[config.mk]
export PLATFORM = sky130hd
export DESIGN_NAME = top_stim_feeder_flat
export DESIGN_NICKNAME = d
export VERILOG_FILES = /design/src/rtl/top_stim_feeder_if.sv /design/src/rtl/top_stim_feeder.sv /design/src/flat_wrapper.sv
export SDC_FILE = /design/constraint.sdc
export NUM_CORES = 2
export LEC_CHECK = 0
export ABC_AREA = 0
export BUFFER_PORTS_ARGS = -buffer_cell sky130_fd_sc_hd__buf_2
export CAP_MARGIN = 10
export CORE_AREA = 2 2 713 715
export CTS_CLUSTER_DIAMETER = 60
export DETAILED_ROUTE_END_ITERATION = 10
export DIE_AREA = 0 0 715 717
export PLACE_DENSITY = 0.39
export SLEW_MARGIN = 20
export SYNTH_ARGS = -nofsm -noshare
export SYNTH_HDL_FRONTEND = slang
export SYNTH_SLANG_ARGS = --single-unit
[constraint.sdc]
create_clock -name clk -period 3.8 [get_ports clk]
set_clock_uncertainty 0.1 [all_clocks]
set_input_delay 0.76 -clock clk [delete_from_list [all_inputs] [get_ports clk]]
set_output_delay 0.76 -clock clk [all_outputs]
set_load 0.05 [all_outputs]
[src/rtl/top_stim_feeder_if.sv]
// Load-side bus between the stimulus feeder (master) and the accelerator top (slave).
interface top_stim_feeder_if #(
  parameter int unsigned DATA_W = 16,
  parameter int unsigned PIX_W  = 160,
  parameter int unsigned AW     = 4
);
  logic [PIX_W-1:0]  pixels;
  logic              inputSramWe;
  logic [DATA_W-1:0] weight1;
  logic [DATA_W-1:0] weight2;
  logic [AW-1:0]     weight2AddrOffChip;
  logic              w2SramWeOffChip;
  logic              weight2_loadNextRow;

  modport master (
    output pixels, inputSramWe, weight1, weight2, weight2AddrOffChip, w2SramWeOffChip,
    input  weight2_loadNextRow
  );

  modport slave (
    input  pixels, inputSramWe, weight1, weight2, weight2AddrOffChip, w2SramWeOffChip,
    output weight2_loadNextRow
  );
endinterface

[src/rtl/top_stim_feeder.sv]
// Off-chip stimulus feeder: loads pixels, streams weight1 and serves weight-2 row
// requests from local banks that a host fills while the feeder is idle.
module top_stim_feeder #(
  parameter int unsigned DATA_W   = 16,
  parameter int unsigned PIX_W    = 160,
  parameter int unsigned W2_DEPTH = 16,
  parameter int unsigned W2_ROWS  = 4,
  parameter int unsigned W1_LEN   = 160
) (
  input  logic              clk,
  input  logic              reset,
  input  logic              host_we,
  input  logic              host_sel,
  input  logic [7:0]        host_addr,
  input  logic [DATA_W-1:0] host_wdata,
  output logic              host_err,
  input  logic              start,
  input  logic [PIX_W-1:0]  pixels_in,
  output logic              busy,
  output logic              done,
  output logic              overrun,
  top_stim_feeder_if.master ld
);
  localparam int unsigned K_W     = $clog2(W2_DEPTH);
  localparam int unsigned R_W     = (W2_ROWS > 1) ? $clog2(W2_ROWS) : 1;
  localparam int unsigned IDX_W   = $clog2(W1_LEN + 1);
  localparam int unsigned W2_SIZE = W2_ROWS * W2_DEPTH;
  localparam int unsigned B2_W    = R_W + K_W;

  typedef enum logic [2:0] {
    ST_IDLE,
    ST_PIX,
    ST_W2LD,
    ST_STREAM,
    ST_DONE
  } state_t;

  state_t             state;
  logic [R_W-1:0]     row;
  logic [K_W-1:0]     k;
  logic [IDX_W-1:0]   idx;
  logic               pending;

  logic [DATA_W-1:0]  w1_bank [W1_LEN];
  logic [DATA_W-1:0]  w2_bank [W2_SIZE];

  logic               host_open;
  logic               addr_ok;
  logic               host_acc;
  logic               req;
  logic               row_last;
  logic               pend_eff;

  always_comb begin
    host_open = (state == ST_IDLE) || (state == ST_DONE);
    addr_ok   = host_sel ? (host_addr < 8'(W2_SIZE)) : (host_addr < 8'(W1_LEN));
    host_acc  = host_we && host_open && addr_ok;
    req       = ld.weight2_loadNextRow;
    row_last  = (row == R_W'(W2_ROWS - 1));
    // a request during a row load is remembered and served right after it
    pend_eff  = pending || (req && !row_last);
  end

  always_ff @(posedge clk) begin
    if (host_acc) begin
      if (host_sel) w2_bank[host_addr[B2_W-1:0]] <= host_wdata;
      else          w1_bank[host_addr]           <= host_wdata;
    end
  end

  always_ff @(posedge clk or negedge reset) begin
    if (!reset) begin
      state                 <= ST_IDLE;
      row                   <= '0;
      k                     <= '0;
      idx                   <= '0;
      pending               <= 1'b0;
      overrun               <= 1'b0;
      busy                  <= 1'b0;
      done                  <= 1'b0;
      host_err              <= 1'b0;
      ld.pixels             <= '0;
      ld.inputSramWe        <= 1'b0;
      ld.weight1            <= '0;
      ld.weight2            <= '0;
      ld.weight2AddrOffChip <= '0;
      ld.w2SramWeOffChip    <= 1'b0;
    end else begin
      host_err <= host_we && !(host_open && addr_ok);

      case (state)
        ST_IDLE, ST_DONE: begin
          ld.inputSramWe        <= 1'b0;
          ld.w2SramWeOffChip    <= 1'b0;
          ld.weight2AddrOffChip <= '0;
          ld.weight2            <= '0;
          ld.weight1            <= '0;
          if (start) begin
            ld.pixels <= pixels_in;
            row       <= '0;
            idx       <= '0;
            pending   <= 1'b0;
            overrun   <= 1'b0;
            busy      <= 1'b1;
            done      <= 1'b0;
            state     <= ST_PIX;
          end
        end

        ST_PIX: begin
          ld.inputSramWe <= 1'b1;
          k              <= '0;
          state          <= ST_W2LD;
        end

        ST_W2LD: begin
          ld.inputSramWe        <= 1'b0;
          ld.w2SramWeOffChip    <= 1'b1;
          ld.weight2AddrOffChip <= k;
          ld.weight2            <= w2_bank[{row, k}];
          k                     <= k + 1'b1;
          if (req && row_last) overrun <= 1'b1;
          if (k == K_W'(W2_DEPTH - 1)) begin
            pending <= 1'b0;
            // k wraps to 0, so a pending row starts on the very next edge
            if (pend_eff) row   <= row + 1'b1;
            else          state <= ST_STREAM;
          end else begin
            pending <= pend_eff;
          end
        end

        ST_STREAM: begin
          ld.w2SramWeOffChip    <= 1'b0;
          ld.weight2AddrOffChip <= '0;
          ld.weight2            <= '0;
          if (req && !row_last) begin
            row   <= row + 1'b1;
            k     <= '0;
            state <= ST_W2LD;
          end else begin
            if (req) overrun <= 1'b1;
            if (idx == IDX_W'(W1_LEN)) begin
              ld.weight1 <= '0;
              busy       <= 1'b0;
              done       <= 1'b1;
              state      <= ST_DONE;
            end else begin
              ld.weight1 <= w1_bank[idx];
              idx        <= idx + 1'b1;
            end
          end
        end

        default: state <= ST_IDLE;
      endcase
    end
  end
endmodule
[src/flat_wrapper.sv]
// flat-port wrapper written by rule: the top's interface ports become plain ports
module top_stim_feeder_flat 
#(
  parameter int unsigned DATA_W   = 16,
  parameter int unsigned PIX_W    = 160,
  parameter int unsigned W2_DEPTH = 16,
  parameter int unsigned W2_ROWS  = 4,
  parameter int unsigned W1_LEN   = 160
)
  (clk, reset, host_we, host_sel, host_addr, host_wdata, host_err, start, pixels_in, busy, done, overrun, ld_pixels, ld_inputSramWe, ld_weight1, ld_weight2, ld_weight2AddrOffChip, ld_w2SramWeOffChip, ld_weight2_loadNextRow);
  top_stim_feeder_if #(.DATA_W(DATA_W), .PIX_W(PIX_W)) ld_i ();
  input  logic clk;
  input  logic reset;
  input  logic host_we;
  input  logic host_sel;
  input  logic [7:0] host_addr;
  input  logic [DATA_W-1:0] host_wdata;
  output logic host_err;
  input  logic start;
  input  logic [PIX_W-1:0] pixels_in;
  output logic busy;
  output logic done;
  output logic overrun;
  output wire logic [$bits(ld_i.pixels)-1:0] ld_pixels;
  output wire logic [$bits(ld_i.inputSramWe)-1:0] ld_inputSramWe;
  output wire logic [$bits(ld_i.weight1)-1:0] ld_weight1;
  output wire logic [$bits(ld_i.weight2)-1:0] ld_weight2;
  output wire logic [$bits(ld_i.weight2AddrOffChip)-1:0] ld_weight2AddrOffChip;
  output wire logic [$bits(ld_i.w2SramWeOffChip)-1:0] ld_w2SramWeOffChip;
  input wire logic [$bits(ld_i.weight2_loadNextRow)-1:0] ld_weight2_loadNextRow;
  assign ld_pixels = ld_i.pixels;
  assign ld_inputSramWe = ld_i.inputSramWe;
  assign ld_weight1 = ld_i.weight1;
  assign ld_weight2 = ld_i.weight2;
  assign ld_weight2AddrOffChip = ld_i.weight2AddrOffChip;
  assign ld_w2SramWeOffChip = ld_i.w2SramWeOffChip;
  assign ld_i.weight2_loadNextRow = ld_weight2_loadNextRow;
  top_stim_feeder #(.DATA_W(DATA_W), .PIX_W(PIX_W), .W2_DEPTH(W2_DEPTH), .W2_ROWS(W2_ROWS), .W1_LEN(W1_LEN)) u_core (.clk(clk), .reset(reset), .host_we(host_we), .host_sel(host_sel), .host_addr(host_addr), .host_wdata(host_wdata), .host_err(host_err), .start(start), .pixels_in(pixels_in), .busy(busy), .done(done), .overrun(overrun), .ld(ld_i));
endmodule
==> results.md <==
* DR vias/cell at roughly 4.9
* Met1 global-route usage at between 20% and 30%
* Routability cong. at roughly 0.78
* Row count at 261
* Ys flop type: edfxtp_1
* CTS H-tree depth at 5
* Full die area at 512700 um^2
* Gr usage total at between 10% and 20%
* P&R area growth vs syn at 21.97%
* Unrepaired setup endpoints after global routing: false
* Num CTS Buffers at 441
* Final setup fails at 0
* Max_slew headroom at about a fifth
* Die height at 717 um
* Met3 Use GR at approximately 2.8%
* Peak supply drop at roughly 460 uV
* Vias at 73650
* Mapped Cells at between 6000 and 7000
* Worst skew pair latency at slightly above 1000 ps
* Leakage at around 58 nW
* Dpl hpwl at slightly below 300000 um
* Critical R2R Launch: u_core.idx[0]
* CP required at roughly 4600 ps
* Worst Slack Setup Final at 128.1 ps
* Max FO, Critical Path at 16
* Warnings, synthesis at 0
* First DRT Iteration DRCs at around 6500
* Synth async-reset ratio at slightly below 6%
* Final instance area at 177900 um^2
* Largest net degree at the start of global routing at 115
* Finished Core Util at between 30% and 40%
* Core area at 504500 um^2
* Gr ovfl total at 0
* Worst-path clk slew at 60 ps
* Status: finished clean
* Most used routing layer: met2
* Post-route ant nets at 0
* CP startpoint kind: flip-flop
* R2R depth at 10
* Remaining routing DRC violations at 0
* Post-synth cell types at 68
* Crit end category: flip-flop
* Met2 GRT Util at roughly 31%
* First-pass GRT wire length at 648400 um
* Setup TNS at 0 ps
* Share of cells above drive strength 1 at between 30% and 40%
* Sequential element share of the synthesized area at slightly below 80%
* Layout Cells excl Fill at around 15000
* TritonCTS clock tree: built
* Antenna violations before repair at 44
* Fin Hold WS at approximately 110 ps
* Worst EP arrival at ~4500 ps
* Crit. Startpoint: u_core.idx[0]
* IO buf count at slightly below 400
* Total iterations of the first detailed-routing run at 5
* HP Class: input port to flip-flop
* #FFs+latches synth at 3804
* Final Max Slew Viols at 0
* Tcrit/Tclk final at between 90% and 100%
* Post-synth net total at 6953
* Initial Util at about 29%
* Die Width at between 700 and 800 um
* Clock Path Buffers at 4
* R2r setup slk at around 130 ps
* Pwr Total at 120.3 mW
* Vias in the first global route at 76980
* Minimum clock period at roughly 3700 ps
* Post-layout nets at between 8000 and 9000
* Worst slew pin tran at 1188 ps
* WS Path Type: flip-flop to flip-flop
* PD cells at 676.0 nW/um^2
* MaxCap Viol Count at 0
* Clk root buf: clkbuf_16
* Pre-CTS setup slack at -174.7 ps
* Routed WL at around 470000 um
* Worst Setup EP: u_core.ld.weight1[0]
* # IOs at slightly below 400
* Hold Path Depth at 3
* # clock sinks at roughly 3800
* Final hold vios at 0
* Cell Area, Placed at roughly 160000 um^2
* Max Clk Rate at between 0.2 and 0.3 GHz
* FF-to-FF End: u_core.ld.weight1[0]
* Routed len/inst at 31.34 um
* Synthesized area at roughly 150000 um^2
* Post-synth EDFFs at around 3600
* Avg Synthesized Cell Area at roughly 22 um^2
* Fillcell total at between 40000 and 50000
* Dpl cells at between 10000 and 15000
==> state kept, by name, summed over array words and instances (netlist names), 2 cells and up <==
signal	flops
u_core.idx	8
u_core.k	4
u_core.ld.pixels	160
u_core.ld.weight1	16
u_core.ld.weight2	16
u_core.ld.weight2AddrOffChip	4
u_core.row	2
u_core.state	3
u_core.w1_bank	2560
u_core.w2_bank	1024
==> layout make-up <==
cell class | instances | area, um^2 | share of cell area (%)
inverters | 10 | 37.54 | 0.02110
flip-flops and latches | 3804 | 113200 | 63.60
diodes | 23 | 57.56 | 0.03235
clock buffers | 540 | 11650 | 6.547
repair buffers | 1243 | 10750 | 6.039
multi-input cells | 2563 | 31320 | 17.60
well taps | 6706 | 8391 | 4.715
clock inverters | 265 | 2575 | 1.447
==> synth_stat cells, drive strengths merged (8+ instances only) <==
cell type  number  share of area [%]
mux2i         253                1.7
nor2b          16              0.069
nor3           21              0.072
inv             9              0.023
edfxtp       3584                 74
mux2           36               0.28
nor2          282               0.73
o21ai          30               0.10
o221ai         13              0.078
a21oi          31               0.11
nand2         568                1.5
dfrtp         220                3.8
a221o           8              0.055
a31oi          24               0.10
nand3          33               0.11
a22oi          70               0.36
o31ai          27               0.14
a221oi         16              0.096
a2111oi        13              0.078
o22ai          53               0.23
buf           202               0.88
mux4          946                 15
a22o           17               0.10
nand2b         10              0.043
clkbuf        180               0.46
==> worst max-delay path, cell delays in order (launching register included) <==
cell and delay (ps):
dfrtp_4 660, buf_12 240, buf_12 210, buf_4 250, mux4_2 510, mux2i_1 270
o22ai_1 230, nor3_2 470, buf_4 200, o31ai_1 80, a221o_1 340
==> logic make-up after synthesis <==
kind of cell	share of synthesized area (%)
mux	16.62
simple gates	2.679
compound gates	1.714
flops	77.55
fa+ha+maj	0.03431
buf+inv	1.371
xor+xnor	0.03603
==> worst min path at each step <==
| stage | startpoint | slack [ps] | end |
|---|---|---|---|
| floorplan | reset | 360 | u_core.busy |
| global placement | u_core.ld.pixels[132] | 350 | u_core.ld.pixels[132] |
| detailed placement | u_core.ld.pixels[157] | 360 | u_core.ld.pixels[157] |
| CTS | host_addr[6] | 20 | u_core.host_err |
| global route | host_wdata[6] | 60 | u_core.w2_bank[36][6] |
| finish | host_addr[6] | 110 | u_core.host_err |
==> what timing repair did <==
action                                 CTS  global route
setup buffers                            1             0
endpoints found under the hold margin  222             0
hold buffers                           163             0
resized for setup                        7             2
pin swaps                                0             0
setup endpoints to repair                6             2
cloned                                   0             0
==> power breakdown <==
group          internal [mW]  total [mW]  switching, mW
logic                   12.4        30.6           18.2
registers               46.9        47.9           1.07
clock network           24.4        41.7           17.3
total                   83.7         120           36.6
==> layer usage <==
metal,vias up,routed length [um]
li1,30680,-
met1,40350,203300
met2,2093,235700
met3,526,24600
met4,0,11310
met5,-,0
==> cell usage in the layout, fill, tap and decap left out, drive strengths merged, types with 21 or more instances in the layout <==
master and count:
mux2 36, buf 1071, a22oi 70, a31oi 24, nand3 33, diode 23, clkbuf 549, o22ai 53
o21ai 30, clkinv 193, nor3 21, nand2 568, bufinv 39, edfxtp 3584, dlygate4sd3 163, clkinvlp 21
o31ai 27, dfrtp 220, nor2 282, mux4 946, mux2i 253, inv 22, a21oi 31
Note: power is estimated with default switching activity, not from simulation.
